[src/rtl/ex_pkg.sv]
// Shared encodings for the execute operand stage: ALU control codes,
// RISC-V base opcodes, operand-select codes and the held-instruction slot.
package ex_pkg;

  typedef enum logic [3:0] {
    ALU_ADD  = 4'b0000,
    ALU_SUB  = 4'b0010,
    ALU_AND  = 4'b0100,
    ALU_OR   = 4'b0101,
    ALU_XOR  = 4'b0110,
    ALU_SLTU = 4'b1000,
    ALU_SLT  = 4'b1001,
    ALU_SLL  = 4'b1100,
    ALU_SRL  = 4'b1101,
    ALU_SRA  = 4'b1110
  } alu_ctl_e;

  typedef enum logic [1:0] {
    DA_RS1  = 2'd0,
    DA_ZERO = 2'd1,
    DA_PC   = 2'd2
  } da_sel_e;

  typedef enum logic [1:0] {
    DB_RS2  = 2'd0,
    DB_IMM  = 2'd1,
    DB_FOUR = 2'd2
  } db_sel_e;

  localparam logic [6:0] OPC_LUI    = 7'b0110111;
  localparam logic [6:0] OPC_AUIPC  = 7'b0010111;
  localparam logic [6:0] OPC_JAL    = 7'b1101111;
  localparam logic [6:0] OPC_JALR   = 7'b1100111;
  localparam logic [6:0] OPC_BRANCH = 7'b1100011;
  localparam logic [6:0] OPC_LOAD   = 7'b0000011;
  localparam logic [6:0] OPC_STORE  = 7'b0100011;
  localparam logic [6:0] OPC_OP_IMM = 7'b0010011;
  localparam logic [6:0] OPC_OP     = 7'b0110011;

  typedef struct packed {
    logic [31:0] pc;
    logic [31:0] rs1_data;
    logic [31:0] rs2_data;
    logic [31:0] imm;
    logic [4:0]  rs1;
    logic [4:0]  rs2;
    logic [4:0]  rd;
    logic [6:0]  opcode;
    logic [2:0]  funct3;
    logic        funct7_5;
  } slot_t;

endpackage

[src/rtl/ex_alu_dec.sv]
// Combinational decode of opcode/funct fields into ALU control, operand
// selects, register-write enable, illegal flag and source-register usage.
module ex_alu_dec
  import ex_pkg::*;
(
  input  logic [6:0] opcode,
  input  logic [2:0] funct3,
  input  logic       funct7_5,
  input  logic [4:0] rd,
  output logic [3:0] alu_ctl,
  output da_sel_e    da_sel,
  output db_sel_e    db_sel,
  output logic       wen,
  output logic       illegal,
  output logic       rs1_used,
  output logic       rs2_used
);

  // SUB exists only in register form; the alt bit always selects SRA vs SRL.
  function automatic alu_ctl_e arith_ctl(input logic [2:0] f3, input logic alt,
                                         input logic is_reg);
    alu_ctl_e c;
    case (f3)
      3'b000:  c = (is_reg && alt) ? ALU_SUB : ALU_ADD;
      3'b001:  c = ALU_SLL;
      3'b010:  c = ALU_SLT;
      3'b011:  c = ALU_SLTU;
      3'b100:  c = ALU_XOR;
      3'b101:  c = alt ? ALU_SRA : ALU_SRL;
      3'b110:  c = ALU_OR;
      default: c = ALU_AND;
    endcase
    return c;
  endfunction

  alu_ctl_e ctl;
  logic     rd_nz;

  assign rd_nz   = (rd != '0);
  assign alu_ctl = ctl;

  always_comb begin
    ctl      = ALU_ADD;
    da_sel   = DA_RS1;
    db_sel   = DB_RS2;
    wen      = 1'b0;
    illegal  = 1'b0;
    rs1_used = 1'b1;
    rs2_used = 1'b0;
    case (opcode)
      OPC_OP: begin
        ctl      = arith_ctl(funct3, funct7_5, 1'b1);
        rs2_used = 1'b1;
        wen      = rd_nz;
      end
      OPC_OP_IMM: begin
        ctl    = arith_ctl(funct3, funct7_5, 1'b0);
        db_sel = DB_IMM;
        wen    = rd_nz;
      end
      OPC_LUI: begin
        da_sel   = DA_ZERO;
        db_sel   = DB_IMM;
        rs1_used = 1'b0;
        wen      = rd_nz;
      end
      OPC_AUIPC: begin
        da_sel   = DA_PC;
        db_sel   = DB_IMM;
        rs1_used = 1'b0;
        wen      = rd_nz;
      end
      OPC_JAL: begin
        da_sel   = DA_PC;
        db_sel   = DB_FOUR;
        rs1_used = 1'b0;
        wen      = rd_nz;
      end
      OPC_JALR: begin
        da_sel = DA_PC;
        db_sel = DB_FOUR;
        wen    = rd_nz;
      end
      OPC_LOAD: begin
        db_sel = DB_IMM;
        wen    = rd_nz;
      end
      OPC_STORE: begin
        db_sel   = DB_IMM;
        rs2_used = 1'b1;
      end
      OPC_BRANCH: begin
        rs2_used = 1'b1;
        case (funct3[2:1])
          2'b10:   ctl = ALU_SLT;
          2'b11:   ctl = ALU_SLTU;
          default: ctl = ALU_SUB;
        endcase
      end
      default: begin
        illegal = 1'b1;
      end
    endcase
  end

endmodule

[src/rtl/ex_operand_stage.sv]
// Single-slot operand stage between decode and the ALU: holds one
// instruction, detects load-use hazards, forwards MEM/WB results.
module ex_operand_stage
  import ex_pkg::*;
(
  input  logic        clk,
  input  logic        rst,
  input  logic        id_valid,
  output logic        id_ready,
  input  logic [31:0] id_pc,
  input  logic [31:0] id_rs1_data,
  input  logic [31:0] id_rs2_data,
  input  logic [31:0] id_imm,
  input  logic [4:0]  id_rs1,
  input  logic [4:0]  id_rs2,
  input  logic [4:0]  id_rd,
  input  logic [6:0]  id_opcode,
  input  logic [2:0]  id_funct3,
  input  logic        id_funct7_5,
  input  logic        flush,
  input  logic        mem_wen,
  input  logic [4:0]  mem_rd,
  input  logic [31:0] mem_data,
  input  logic        mem_is_load,
  input  logic        wb_wen,
  input  logic [4:0]  wb_rd,
  input  logic [31:0] wb_data,
  output logic        ex_valid,
  input  logic        ex_ready,
  output logic [31:0] alu_da,
  output logic [31:0] alu_db,
  output logic [3:0]  alu_ctl,
  output logic [31:0] ex_pc,
  output logic [4:0]  ex_rd,
  output logic        ex_wen,
  output logic [31:0] ex_store_data,
  output logic        ex_illegal,
  output logic [2:0]  ex_br_funct3
);

  logic        v_q;
  slot_t       slot_q;
  slot_t       slot_d;
  logic        capture;
  logic        hazard;
  logic [31:0] rs1_fwd;
  logic [31:0] rs2_fwd;

  logic [3:0]  dec_ctl;
  da_sel_e     dec_da_sel;
  db_sel_e     dec_db_sel;
  logic        dec_wen;
  logic        dec_illegal;
  logic        rs1_used;
  logic        rs2_used;

  assign slot_d = '{pc: id_pc, rs1_data: id_rs1_data, rs2_data: id_rs2_data,
                    imm: id_imm, rs1: id_rs1, rs2: id_rs2, rd: id_rd,
                    opcode: id_opcode, funct3: id_funct3, funct7_5: id_funct7_5};

  ex_alu_dec u_dec (
    .opcode   (slot_q.opcode),
    .funct3   (slot_q.funct3),
    .funct7_5 (slot_q.funct7_5),
    .rd       (slot_q.rd),
    .alu_ctl  (dec_ctl),
    .da_sel   (dec_da_sel),
    .db_sel   (dec_db_sel),
    .wen      (dec_wen),
    .illegal  (dec_illegal),
    .rs1_used (rs1_used),
    .rs2_used (rs2_used)
  );

  assign hazard = v_q & mem_is_load & mem_wen & (mem_rd != '0) &
                  ((rs1_used & (slot_q.rs1 == mem_rd)) |
                   (rs2_used & (slot_q.rs2 == mem_rd)));

  assign ex_valid = v_q & ~hazard;
  assign id_ready = ~v_q | (ex_ready & ~hazard);
  assign capture  = id_valid & id_ready & ~flush;

  always_ff @(posedge clk) begin
    if (rst) begin
      v_q    <= 1'b0;
      slot_q <= '0;
    end else begin
      if (flush)
        v_q <= 1'b0;
      else if (capture)
        v_q <= 1'b1;
      else if (ex_valid && ex_ready)
        v_q <= 1'b0;
      if (capture)
        slot_q <= slot_d;
    end
  end

  // A load in MEM has no data yet, so it is skipped and WB may still supply
  // an older value; the hazard logic stalls whenever that matters.
  always_comb begin
    rs1_fwd = slot_q.rs1_data;
    if (mem_wen && !mem_is_load && (mem_rd != '0) && (mem_rd == slot_q.rs1))
      rs1_fwd = mem_data;
    else if (wb_wen && (wb_rd != '0) && (wb_rd == slot_q.rs1))
      rs1_fwd = wb_data;

    rs2_fwd = slot_q.rs2_data;
    if (mem_wen && !mem_is_load && (mem_rd != '0) && (mem_rd == slot_q.rs2))
      rs2_fwd = mem_data;
    else if (wb_wen && (wb_rd != '0) && (wb_rd == slot_q.rs2))
      rs2_fwd = wb_data;
  end

  always_comb begin
    case (dec_da_sel)
      DA_ZERO: alu_da = '0;
      DA_PC:   alu_da = slot_q.pc;
      default: alu_da = rs1_fwd;
    endcase
    case (dec_db_sel)
      DB_IMM:  alu_db = slot_q.imm;
      DB_FOUR: alu_db = 32'd4;
      default: alu_db = rs2_fwd;
    endcase
  end

  assign alu_ctl       = dec_ctl;
  assign ex_pc         = slot_q.pc;
  assign ex_rd         = slot_q.rd;
  assign ex_wen        = v_q & dec_wen;
  assign ex_store_data = rs2_fwd;
  assign ex_illegal    = v_q & dec_illegal;
  assign ex_br_funct3  = slot_q.funct3;

endmodule

[config.mk]
export PLATFORM = sky130hd
export DESIGN_NAME = ex_operand_stage
export DESIGN_NICKNAME = d
export VERILOG_FILES = /design/src/rtl/ex_pkg.sv /design/src/rtl/ex_alu_dec.sv /design/src/rtl/ex_operand_stage.sv
export SDC_FILE = /design/constraint.sdc
export NUM_CORES = 1
export LEC_CHECK = 0
export CAP_MARGIN = 20
export CORE_MARGIN = 5
export CORE_UTILIZATION = 42
export CTS_BUF_LIST = sky130_fd_sc_hd__clkbuf_8 sky130_fd_sc_hd__clkbuf_16
export DETAILED_ROUTE_END_ITERATION = 10
export GPL_TIMING_DRIVEN = 0
export PLACE_DENSITY_LB_ADDON = 0.08
export SLEW_MARGIN = 20
export SYNTH_ARGS = -nofsm -noshare
export SYNTH_HDL_FRONTEND = slang
export SYNTH_SLANG_ARGS = --single-unit
[constraint.sdc]
create_clock -name clk -period 3.1 [get_ports clk]
set_input_delay 0.62 -clock clk [delete_from_list [all_inputs] [get_ports clk]]
set_output_delay 0.62 -clock clk [all_outputs]
set_load 0.05 [all_outputs]
Yosys cells after proc, flatten, opt, wreduce, memory -nomap -nowiden
Cells that the tools add are included.
{"block": "totals", "reg_bits": 155, "inputBits": 236, "output_inout_bits": 144}
{"block": "op_classes", "eq_ne": 27, "n_mux": 20, "bitwise": 17, "n_reduce_logical": 22}
{"operator": "$mux 32", "count": 4}
{"operator": "$pmux 32 s2", "count": 2}
{"operator": "$pmux 4 s7", "count": 2}
{"operator": "$eq 5x5->1", "count": 6}
{"operator": "$eq 7x6->1 const B", "count": 3}
{"operator": "$eq 7x7->1 const B", "count": 3}
{"operator": "$reduce_bool 5->1", "count": 3}
{"operator": "$eq 7x5->1 const B", "count": 2}
{"operator": "$and 1x1->1", "count": 12}
{"operator": "$pmux 4 s3", "count": 1}
{"operator": "$eq 3x3->1 const B", "count": 3}
{"operator": "$reduce_or 3->1", "count": 3}
{"operator": "$reduce_or 9->1", "count": 1}
{"operator": "$eq 2x2->1 const B", "count": 4}
{"operator": "$logic_and 1x1->1", "count": 8}
{"operator": "$pmux 2 s2", "count": 2}
{"operator": "$pmux 4 s2", "count": 1}
{"operator": "$eq 7x2->1 const B", "count": 1}
{"operator": "$reduce_or 7->1", "count": 1}
{"operator": "$eq 3x2->1 const B", "count": 2}
{"operator": "$mux 1", "count": 6}
{"operator": "$reduce_or 5->1", "count": 1}
{"operator": "$eq 2x1->1 const B", "count": 2}
{"operator": "$mux 2", "count": 2}
{"operator": "other kinds (7)", "count": 11}

Logic depth before layout (Yosys ltp)
{"block": "depth", "word_depth": 12, "mapped_depth": 11}

Cells and area by module
Synthesis repeated with hierarchy kept, for this count alone.
{"block": "hier_totals", "hier_cells": 822, "hier_area_um2": 7548.5}
{"mod": "ex_operand_stage", "instances": 1, "cells_each": 776, "area_per_inst_um2": 7255.7, "seq_area_each_um2": 3103.0}
{"mod": "ex_alu_dec", "instances": 1, "cells_each": 46, "area_per_inst_um2": 292.8, "seq_area_each_um2": 0.0}

Worst setup path before layout
No wires, ideal clock.
{"block": "synth_path", "path_type": "input to output", "start": "input wb_rd[4]", "end": "output alu_da[11]", "arrival_time_ps": 2809, "setup_slack_ps": -329, "cell_stages": 5, "path_buffers": 0, "cell_sequence": "or4_1 > o21ai_1 > nor3b_1 > o221a_2 > o21ai_0"}
{"block": "synth_between", "elab_chain_cells": 6}
{"item": "start: declaration", "line": "ex_operand_stage.sv:26", "source": "input logic [4:0] wb_rd,"}
{"item": "$reduce_bool 5->1", "line": "ex_operand_stage.sv:105", "source": "else if (wb_wen && (wb_rd != '0) && (wb_rd == slot_q.rs1))"}
{"item": "$logic_and 1x1->1", "line": "ex_operand_stage.sv:105"}
{"item": "$logic_and 1x1->1 (*)", "line": "ex_operand_stage.sv:105"}
{"item": "$mux 32 (*)", "line": "ex_operand_stage.sv:105"}
{"item": "$mux 32 (*)", "line": "ex_operand_stage.sv:103", "source": "if (mem_wen && !mem_is_load && (mem_rd != '0) && (mem_rd == slot_q.rs1))"}
{"item": "$pmux 32 s2 (*)", "line": "ex_operand_stage.sv:116", "source": "case (dec_da_sel)"}
{"item": "end: declaration", "line": "ex_operand_stage.sv:30", "source": "output logic [31:0] alu_da,"}
Mark *: on every way between the ends. The rest lies on a longest branch, timed or not.

Worst setup path in the final report
{"block": "layout_path", "start": "input wb_rd[0]", "end": "output alu_da[31]"}
The elaborated chain is that of the path after synthesis.

==> run_results.csv <==
group,metric,value,unit
logic_synthesis,synthFlopType,"dfxtp_1",
cts,clk_pin_slew,70,ps
logic_synthesis,netlist_top_cells_area,"dfxtp_1 30%, nand2b_1 15%, mux2i_1 12%",
die,dieHeight,166,microns
status,violations,"setup timing",
routing,drtPass1Iterations,6,
logic_synthesis,yosysUniqueCellTypes,47,
timing,finalSetupViolations,85,
logic_synthesis,seq_area_frac_synth,0.303,
placed_design,pre_cts_slack,-1540,ps
setup_path,critPathArrivalTime,2640,ps
global_routing,grt.busiest_layer,"met2",
global_routing,globalRouteMet2Util,0.562,
logic_synthesis,yosys.area.top_type,"dfxtp_1",
placed_design,io_buffers,378,
cts,postCtsHoldBufs,0,
cells_and_area,fin_util,0.723,
cells_and_area,layout-drive-gt1-share,0.299,
routing,wl_per_cell,23.8,microns
timing,fmax,0.307,GHz
logic_synthesis,syn_avg_cell_area,7.93,sq um
die,core_area,24200,sq um
power_and_ir_drop,ir_drop,0.345,mV
cells_and_area,final_nets,1966,
cts,cts_tree,"built",
timing,slew_headroom,0.325,
status,outcome,"finished with violations",
logic_synthesis,ys_ff_latch,155,
setup_path,worstPathMaxFanout,10,
die,start_util,0.423,
setup_path,start_kind,"input port",
cells_and_area,multiInputGateArea,7610,sq um
global_routing,grt_max_degree,17,
timing,slew_violations,0,
power_and_ir_drop,p_leak,6.75,nW
logic_synthesis,yosys_warnings,0,
cts,htree_num_levels,4,
global_routing,grt_pass1_wl,71800,microns
setup_path,worstSetupPathType,"input port to output pin",
timing,fin_ws,-157,ps
logic_synthesis,async_reset_ff_frac,0,
global_routing,met1_usage,0.431,
cells_and_area,regArea,3120,sq um
power_and_ir_drop,p_total,6.29,mW
hold_path,min_path_type,"register to register",
placed_design,finalWeightedCongestion,0.920,
cells_and_area,n_fill_cell,1809,
routing,drc,0,
setup_path,end_kind,"output pin",
timing,finalCritPeriodShare,1.05,
routing,drt-total-wl,49400,microns
routing,ant_nets,0,
cts,clock-sinks,155,
run,cap_violations,0,
logic_synthesis,synth_cells,1290,
die,io_pins,380,
logic_synthesis,synth_top_area_frac,0.303,
cells_and_area,syn2layout_area_growth,70.8,%
power_and_ir_drop,p_per_area,360,nW/um^2
routing,num_vias,11524,
logic_synthesis,synth_edf_count,0,
routing,drt-initial-drc-count,1239,
logic_synthesis,syn_nets,1529,
global_routing,grt_overflow,0,
logic_synthesis,synth_area,10200,sq um
cts,clk-insertion-delay-late,440,ps
global_routing,antenna_found_initial,8,
global_routing,grtUsageTotal,0.336,
die,dieArea,27600,sq um
timing,min_period,3260,ps
setup_path,critical_path_required,2480,ps
cts,cts-buffers-inserted,17,
timing,hold_violations,0,
die,die_w,166,microns
timing,rsz0062_at_grt,"true",
cts,clock_tree.root_cell,"clkbuf_16",
placed_design,dp_hpwl,36600,microns
global_routing,grt_pass1_vias,11839,
timing,skew,16.5,ps
cts,clockBufferDepth,2,
global_routing,use_met3,0.0659,
die,core.rowCount,57,
routing,routed_via_density,5.56,
timing,tightestPinTransition,1010,ps
[worst max-delay path, stage by stage]
cell      delay (ps)
buf_8            100
or4_4            540
o21ai_4          190
buf_4            150
buf_4            120
nor3b_4           60
clkbuf_8         180
o221a_2          290
o21ai_4          190
buf_6            180
[cells in the final DEF (no fill, tap or decap), drive strengths merged, types with 2 or more instances in the layout]
master | netlist | layout
nor2b | 39 | 39
nor4 | 3 | 3
nand4b | 2 | 2
and2 | 31 | 31
a221oi | 31 | 31
nand2b | 241 | 241
nor3 | 3 | 3
nand2 | 101 | 101
o22ai | 32 | 32
nor2 | 72 | 72
inv | 39 | 45
nand3 | 6 | 6
a32o | 2 | 2
clkdlybuf4s15 | 0 | 4
a21oi | 6 | 6
o21ai | 101 | 101
ha | 3 | 3
mux2i | 120 | 120
clkinv | 0 | 3
nor3b | 2 | 2
xor2 | 13 | 13
a21boi | 2 | 2
clkdlybuf4s50 | 0 | 265
clkbuf | 84 | 92
dlygate4sd2 | 0 | 4
clkinvlp | 0 | 5
xnor2 | 7 | 7
nand4 | 38 | 38
and3 | 4 | 4
dfxtp | 155 | 155
o221a | 32 | 32
o31ai | 35 | 35
buf | 73 | 226
diode | 0 | 8
[metal layers]
| layer | part of all wire | wire length (microns) |
|---|---|---|
| met5 | 0.00026 | 13 |
| met4 | 0.046 | 2260 |
| met3 | 0.076 | 3750 |
| met2 | 0.47 | 23200 |
| met1 | 0.41 | 20100 |
[Yosys cell counts (all sizes together), types with 2 or more instances]
master,count
a21boi,2
a21oi,6
a221oi,31
a32o,2
and2,31
and3,4
buf,73
clkbuf,84
dfxtp,155
ha,3
inv,39
mux2i,120
nand2,101
nand2b,241
nand3,6
nand4,38
nand4b,2
nor2,72
nor2b,39
nor3,3
nor3b,2
nor4,3
o21ai,101
o221a,32
o22ai,32
o31ai,35
xnor2,7
xor2,13
[cells by family (layout without fill, tap and decap cells)]
family / Yosys count / after routing / share of synthesized area
fa+ha+maj: 3 / 3 / 0.00367
buf+inv: 196 / 646 / 0.0954
mux: 120 / 120 / 0.117
simple gates: 548 / 548 / 0.294
compound gates: 248 / 248 / 0.169
xor+xnor: 20 / 20 / 0.0171
other cells: 0 / 8 / 0
flops: 155 / 155 / 0.303
[cell type report]
type	instances	area share
Antenna cell	8	0.00115
Buffer	153	0.0677
Clock buffer	17	0.0243
Clock inverter	15	0.00802
Inverter	39	0.00838
Multi-Input combinational cell	939	0.435
Sequential cell	155	0.178
Tap cell	324	0.0232
Timing Repair Buffer	422	0.253
[power breakdown]
part           switching, mW  total [mW]  internal (mW)
Combinational           1.08        2.00          0.918
Clock                  0.978        2.10           1.12
Sequential            0.0976        2.19           2.09
[what timing repair did]
action | 4_1_cts | 5_1_grt
pin swaps | 77 | 70
buffers inserted | 32 | 8
cloned | 14 | 0
resized for setup | 1002 | 125
setup endpoints to repair | 103 | 103
[stage by stage]
step | TNS, ps | hold slack [ps] | instance area [sq um] | std cells
finish | -7250 | 477 | 17500 | 2072
global route | -11880 | 500 | 17500 | 2071
CTS | -7620 | 475 | 17200 | 2060
detailed placement | -131870 | 462 | 14800 | 1992
global placement | -132950 | 459 | 14800 | 1992
floorplan | -123 | 444 | 10600 | 1290
[flip-flops by register name (all words and copies together) (netlist names)]
register      flops
v_q               1
slot_q          114
ex_br_funct3      3
ex_pc            32
ex_rd             5
[final timing paths]
kind / startpoint / endpoint / slack, ps / cells past startpoint
worst max-delay path: wb_rd[0] / alu_da[31] / -160 / 10
worst max register to register: v_q / slot_q[64] / 590 / 7
worst min-delay path: slot_q[39] / slot_q[39] / 480 / 2
worst min register to register: slot_q[39] / slot_q[39] / 480 / 2
Power figures use the tool's default switching activity.
